$ cat src/rtl/ready_sync_mc.sv
// ready_sync_mc: per-channel ready synchronisers with capture on the synchronised rising edge,
// merged through a round-robin arbiter into a single valid/ready output slot.
module ready_sync_mc #(
  parameter int DATA_WIDTH = 8,
  parameter int NCH = 4,
  parameter int SYNC_STAGES = 2,
  localparam int CH_W = $clog2(NCH)
) (
  input  logic                      clk2,
  input  logic                      rstn2,
  input  logic [NCH-1:0]            ready,
  input  logic [NCH*DATA_WIDTH-1:0] data,
  input  logic                      out_ready,
  output logic                      out_valid,
  output logic [DATA_WIDTH-1:0]     out_data,
  output logic [CH_W-1:0]           out_ch,
  input  logic                      clear_ovf,
  output logic [NCH-1:0]            overflow
);
  logic [NCH-1:0] sync_q [SYNC_STAGES];
  logic [NCH-1:0] prev_q, pend_q, pend_d, ovf_q, ovf_d, cap, gnt, take;
  logic [DATA_WIDTH-1:0] hold_q [NCH];
  logic [CH_W-1:0] rr_q, rr_d, g;
  logic load_en, grant;
  assign cap = sync_q[SYNC_STAGES-1] & ~prev_q;
  assign load_en = ~out_valid | out_ready;
  assign grant = load_en & |pend_q;
  assign gnt = grant ? (NCH'(1) << g) : '0;
  // a grant frees the hold register, so a same-cycle capture on that channel is not an overflow
  assign take = cap & (~pend_q | gnt);
  assign pend_d = (pend_q & ~gnt) | cap;
  assign ovf_d = (clear_ovf ? '0 : ovf_q) | (cap & pend_q & ~gnt);
  assign rr_d = (g == CH_W'(NCH - 1)) ? '0 : g + CH_W'(1);
  assign overflow = ovf_q;
  // scan downward so the pending channel closest above rr_q is the last (winning) assignment
  always_comb begin
    int c;
    c = 0;
    g = '0;
    for (int i = NCH - 1; i >= 0; i--) begin
      c = int'(rr_q) + i;
      c = (c >= NCH) ? c - NCH : c;
      g = pend_q[c] ? CH_W'(c) : g;
    end
  end
  always_ff @(posedge clk2 or negedge rstn2) begin
    if (!rstn2) begin
      for (int s = 0; s < SYNC_STAGES; s++) sync_q[s] <= '0;
      for (int k = 0; k < NCH; k++) hold_q[k] <= '0;
      prev_q    <= '0;
      pend_q    <= '0;
      ovf_q     <= '0;
      rr_q      <= '0;
      out_valid <= 1'b0;
      out_data  <= '0;
      out_ch    <= '0;
    end else begin
      sync_q[0] <= ready;
      for (int s = 1; s < SYNC_STAGES; s++) sync_q[s] <= sync_q[s-1];
      prev_q <= sync_q[SYNC_STAGES-1];
      pend_q <= pend_d;
      ovf_q  <= ovf_d;
      for (int k = 0; k < NCH; k++) if (take[k]) hold_q[k] <= data[k*DATA_WIDTH +: DATA_WIDTH];
      if (load_en) out_valid <= |pend_q;
      if (grant) begin
        out_data <= hold_q[g];
        out_ch   <= g;
        rr_q     <= rr_d;
      end
    end
  end
endmodule

$ cat config.mk
export PLATFORM = sky130hd
export DESIGN_NAME = ready_sync_mc
export DESIGN_NICKNAME = d
export VERILOG_FILES = /design/src/rtl/ready_sync_mc.sv
export SDC_FILE = /design/constraint.sdc
export NUM_CORES = 1
export LEC_CHECK = 0
export BUFFER_PORTS_ARGS = -buffer_cell sky130_fd_sc_hd__buf_4
export CORE_MARGIN = 3
export CORE_UTILIZATION = 55
export CTS_CLUSTER_DIAMETER = 200
export DETAILED_ROUTE_END_ITERATION = 8
export PLACE_DENSITY = 0.8
export SLEW_MARGIN = 20
export SYNTH_ARGS = -nofsm -noshare
export SYNTH_HDL_FRONTEND = slang
export SYNTH_SLANG_ARGS = --single-unit
$ cat constraint.sdc
create_clock -name clk2 -period 3.9 [get_ports clk2]
set_input_delay 0.975 -clock clk2 [delete_from_list [all_inputs] [get_ports clk2]]
set_output_delay 0.975 -clock clk2 [all_outputs]
set_load 0.005 [all_outputs]
### Word-level counts from Yosys, hierarchy flattened

Cells that the tools add are included.

| storage, ports and cells | value |
|---|---|
| memory bits (writable) | 0 |
| ROM bits | 0 |
| bits in latches | 0 |
| input port bits | 40 |
| flip-flop bits (word level) | 65 |
| memories kept | 0 |

| cells by class | value |
|---|---|
| bitwise operators | 15 |
| shifts and indexed selects | 1 |
| add/subtract/negate cells | 8 |
| multipliers | 0 |
| reductions and logical operators | 1 |
| divide/modulo/power cells | 0 |
| mux-type cells | 26 |
| magnitude comparators | 9 |
| equal/unequal tests | 1 |

Operator list:

| cell | count |
|---|---|
| less-than comparator 32 x 4 -> 1 bit, second input constant | 4 |
| 2-to-1 mux 32 bit | 4 |
| bitwise AND 4 bit | 5 |
| binary-select mux 8 bit (select 2 bit) | 1 |
| 2-to-1 mux 8 bit | 2 |
| >= comparator 3 bit, second input constant | 4 |
| NOT 4 bit | 3 |
| OR 4 bit | 3 |
| subtractor 3 x 3 -> 4 bit, second input constant | 3 |
| 2-to-1 mux 2 bit | 5 |
| binary-select mux 1 bit (select 2 bit) | 4 |
| 2-to-1 mux 1 bit | 8 |
| 2-to-1 mux 4 bit | 2 |
| adder 2 x 2 -> 3 bit, second input constant | 2 |
| OR reduction 4 bit | 1 |
| << shifter 1 x 2 -> 4 bit, first input constant | 1 |
| subtractor 2 x 3 -> 4 bit, second input constant | 1 |
| adder 2 x 1 -> 3 bit, second input constant | 1 |
| >= comparator 2 x 3 -> 1 bit, second input constant | 1 |
| NOT 2 -> 3 bit | 1 |
| adder 2 x 1 -> 2 bit, second input constant | 1 |
| equality test 2 bit, second input constant | 1 |
| bitwise AND 1 bit | 1 |
| NOT 1 bit | 1 |
| OR 1 bit | 1 |

### Depth between registers and ports, before layout

| depth | value |
|---|---|
| depth after elaboration | 15 |
| mapped depth | 12 |
| depth with buffers taken out | 8 |

### Worst setup path after synthesis

OpenSTA, ideal clock, no wires.

| path | value |
|---|---|
| path kind | register to register |
| start | register rr_q[0] |
| end | register hold_q[10] (netlist name) |
| required time | 3775 ps |
| buffers on the path | 4 |
| setup slack | 1376 ps |
| clock period less this slack | 2524 ps |
| library setup time | 125 ps |
| arrival time | 2399 ps |
| cell stages (with the launch flop) | 13 |
| cells stage by stage | dfrtp_1 -> buf_4 -> and3b_1 -> o21a_1 -> or2_1 -> buf_6 -> inv_2 -> buf_6 -> buf_4 -> ha_1 -> nand2_1 -> a21oi_2 -> mux2_2 |

| on the way | value |
|---|---|
| word-level cells in the longest chain between the ends | 14 |
| elaborated cells on any way between the ends | 35 |
| those cells by class | add/sub (7); order compare (4); shift (1); mux (21); bitwise (2) |

RTL lines:

| item | line | RTL |
|---|---|---|
| start: declaration | 23 | `logic [CH_W-1:0] rr_q, rr_d, g;` |
| start signal: assignment | 68 | `rr_q <= rr_d;` |
| adder 2 x 2 -> 3 bit | 41 | `c = int'(rr_q) + i;` |
| subtractor 3 x 3 -> 4 bit / >= comparator 3 bit (equally long branches) | 42 | `c = (c >= NCH) ? c - NCH : c;` |
| 2-to-1 mux 32 bit | 42 |  |
| binary-select mux 1 bit (select 2 bit) | 43 | `g = pend_q[c] ? CH_W'(c) : g;` |
| 2-to-1 mux 1 bit (implied by the code) (2 in a row) | 43 |  |
| 2-to-1 mux 2 bit (3 in a row) | 43 |  |
| 2-to-1 mux 2 bit (*) | 43 |  |
| << shifter 1 x 2 -> 4 bit (*) | 28 | `assign gnt = grant ? (NCH'(1) << g) : '0;` |
| 2-to-1 mux 4 bit (*) | 28 |  |
| OR 4 bit (*) | 30 | `assign take = cap & (~pend_q \| gnt);` |
| bitwise AND 4 bit (*) | 30 |  |
| end: declaration | 22 | `logic [DATA_WIDTH-1:0] hold_q [NCH];` |

Mark *: on every way between the ends. The rest lies on a longest branch, timed or not. The select of a mux whose other input is x is not followed.
A chain may end at the register's enable or synchronous reset.

### Worst setup path in the final report

| path | value |
|---|---|
| start | register pend_q[1] |
| end | register hold_q[30] (netlist name) |

| on the way | value |
|---|---|
| word-level cells in the longest chain between the ends | 11 |
| elaborated cells on any way between the ends | 22 |
| those cells by class | shift (1); mux (17); bitwise (3); reduce/logical (1) |

RTL lines:

| item | line | RTL |
|---|---|---|
| start: declaration | 21 | `logic [NCH-1:0] prev_q, pend_q, pend_d, ovf_q, ovf_d, cap, gnt, take;` |
| start signal: assignment | 61 | `pend_q <= pend_d;` |
| binary-select mux 1 bit (select 2 bit) | 43 |  |
| 2-to-1 mux 1 bit (implied by the code) (2 in a row) | 43 |  |
| 2-to-1 mux 2 bit (4 in a row) | 43 |  |
| << shifter 1 x 2 -> 4 bit | 28 |  |
| 2-to-1 mux 4 bit (*) | 28 |  |
| OR 4 bit (*) | 30 |  |
| bitwise AND 4 bit (*) | 30 |  |

Marks and branches as above.

==> impl_metrics.env <==
export IMPL_cts_buffers=9
export IMPL_netlist_top_cell_by_area="dfrtp_1"
export IMPL_dpl_cell_area_um2=3700
export IMPL_synth_edff_count=0
export IMPL_max_cap_viol_count=0
export IMPL_end_kind="flop"
export IMPL_timing_slew_headroom_pct=46.3
export IMPL_period_share_pct=75.1
export IMPL_dp_slack_ns=1.05
export IMPL_cts_tree="yes"
export IMPL_post_drt_via_cell_ratio=6.04
export IMPL_rsz0062_at_grt="false"
export IMPL_synth_warnings=0
export IMPL_setup_tns_ns=0
export IMPL_start_kind="flop"
export IMPL_fin_worst_skew_ns=0.00675
export IMPL_critPathMaxFanout=28
export IMPL_hold_end="sync_q[1]"
export IMPL_cts_root_buf="clkbuf_8"
export IMPL_grt_pass1_wl_um=13400
export IMPL_dpl_hpwl_um=5510
export IMPL_vdd_ir_drop_worst_v=0.000430
export IMPL_finish_net_count=418
export IMPL_r2r_end="hold_q[30]"
export IMPL_outcome="complete, no violations"
export IMPL_drt_initial_drc_count=261
export IMPL_placedCellCount=438
export IMPL_postLayoutCellArea_um2=3880
export IMPL_track_usage_pct=23.9
export IMPL_wl_per_cell_um=17.3
export IMPL_grt_ovfl_total=0
export IMPL_io_buffers=54
export IMPL_synthTopCellsByArea="dfrtp_1 49%, nand2_1 4.9%, a31oi_1 4.5%"
export IMPL_core_area_um2=5680
export IMPL_drive_gt1_share_pct=25.5
export IMPL_r2r_start="pend_q[1]"
export IMPL_setup_viol=0
export IMPL_hold_violations=0
export IMPL_antenna_left=0
export IMPL_grt_max_degree=66
export IMPL_grt_pass1_vias=2641
export IMPL_hold_ws_ns=0.354
export IMPL_criticalPathCategory="reg -> reg"
export IMPL_cts_resized=0
export IMPL_io_pins=55
export IMPL_drcViolationCount=0
export IMPL_dieArea_um2=7050
export IMPL_antenna_found_initial=0
export IMPL_die_h_um=84.0
export IMPL_tightest_slew_ns=0.805
export IMPL_dr_pass1_iters=4
export IMPL_fin_crit_ns=2.93
export IMPL_die_w_um=84.0
export IMPL_wl_um=7850
export IMPL_setup_ws_ns=0.970
export IMPL_clkSinkCount=65
export IMPL_worstHoldStart="sync_q[5]"
export IMPL_hold_class="reg -> reg"
export IMPL_area_growth_pct=16.1
export IMPL_row_count=27
export IMPL_layout_cells_non_filler=453
export IMPL_ys_types=50
export IMPL_r2r_slack_ns=0.97
export IMPL_ys_seq_area_share_pct=48.7
export IMPL_path_clk_slew_ns=0.07
export IMPL_critPathArrivalTime_ns=3.12
export IMPL_syn_nets=374
export IMPL_ctsHoldBuffers=0
export IMPL_synth_cell_area_um2=3340
export IMPL_num_vias=2736
export IMPL_yosysTopAreaCellShare_pct=48.7
export IMPL_fmax_ghz=0.341
export IMPL_min_path_cells=0
export IMPL_synth_cells=333
export IMPL_htree_levels=3
export IMPL_place_congestion=0.843
export IMPL_worstSkewPairLatency_ns=0.34
export IMPL_synth_ff_type="dfrtp_1"
export IMPL_diodes=0
export IMPL_slew_viol_final=0
export IMPL_syn_avg_cell_area_um2=10.0
export IMPL_post_cts_buffers=0
export IMPL_powerDensity_nw_per_um2=842
export IMPL_initial_core_util_pct=58.9
export IMPL_clockBufferDepth=2
export IMPL_async_flop_share_pct=100
export IMPL_ys_seq_elements=65
export IMPL_rr_worst_depth=7
export IMPL_cp_required_ns=4.09
export IMPL_p_leak_nw=1.70
## synthesized netlist by cell type (2+ instances only)
master,instances
o2bb2ai_1,3
nor2b_1,3
inv_2,2
buf_2,3
a21o_1,2
nand3_1,17
a41oi_1,7
o21ai_0,20
nand4_1,8
nand2b_1,5
a211oi_1,7
nor2_1,19
clkbuf_1,11
o22ai_1,8
nand2_1,44
a21oi_2,2
buf_4,2
buf_6,6
a31oi_1,24
a2111oi_0,7
mux2_2,8
inv_1,11
nor3_1,8
or2_1,2
o211ai_1,7
mux2i_1,9
dfrtp_1,65
## critical path, cell delays in order, from the launching register on
cell      delay (ns)
dfrtp_1         0.80
inv_2           0.20
o221ai_1        0.19
or2_1           0.58
inv_2           0.08
buf_4           0.26
nor4_4          0.50
o22ai_1         0.18
## metal layers
metal	part of all wire, %	wire length (um)	GRT usage [%]	vias up
met5	0	0	0	-
met4	2.6	208	10.8	0
met3	6.7	526	4.84	17
met2	45	3550	35.4	113
met1	45	3570	33.9	1284
li1	-	-	-	1322
## sequential cells by signal, summed over array words and instances (netlist names)
| signal | flops |
|---|---|
| hold_q | 32 |
| sync_q | 8 |
| out_ch | 2 |
| overflow | 4 |
| out_data | 8 |
| pend_q | 4 |
| prev_q | 4 |
| rr_q | 2 |
| out_valid | 1 |
## cell families after synthesis
logic type	synth area share [%]
AOI/OAI and AO/OA	22.4
adders and majority gates	0.374
buffers and inverters	6.66
DFF	48.7
muxes	5.39
and+or+nand+nor	16.5
## area by class of cell
class,count,area (um2)
clock buffer,13,169
clock inverter,2,12.5
fill,454,1790
inverter,14,55.1
multi-input combinational,229,1490
sequential,65,1630
tap,72,90.1
timing repair buffer,58,435
## cells in the final DEF (no fill, tap or decap), types with 9 or more instances in the layout
master | Yosys | layout
a31oi_1 | 24 | 24
buf_4 | 2 | 58
clkbuf_8 | 0 | 12
dfrtp_1 | 65 | 65
inv_1 | 11 | 11
mux2i_1 | 9 | 9
nand2_1 | 44 | 44
nand3_1 | 17 | 17
nor2_1 | 19 | 19
o21ai_0 | 20 | 20
## worst max path at each step
stage	end	start	slack (ns)
final	hold_q[30]	pend_q[1]	0.97
after detailed placement	hold_q[30]	pend_q[1]	1.05
after global placement	hold_q[9]	pend_q[3]	1.16
after global routing	hold_q[30]	pend_q[1]	0.79
after floorplan	hold_q[10]	rr_q[0]	1.38
after CTS	hold_q[30]	pend_q[1]	1.03
## through the flow
step                power [mW]  util [%]
finish                    3.27      68.4
global route              3.51      68.4
CTS                       3.26      68.4
detailed placement        2.73      65.2
global placement          2.67      65.2
floorplan                 2.42         -
## report_power, final
part	switching, mW	total (mW)	internal, mW
clock	0.252	0.531	0.279
combinational	0.918	1.56	0.639
sequential	0.254	1.18	0.926
total	1.42	3.27	1.84
No activity file was read; power rests on OpenSTA's default activity.
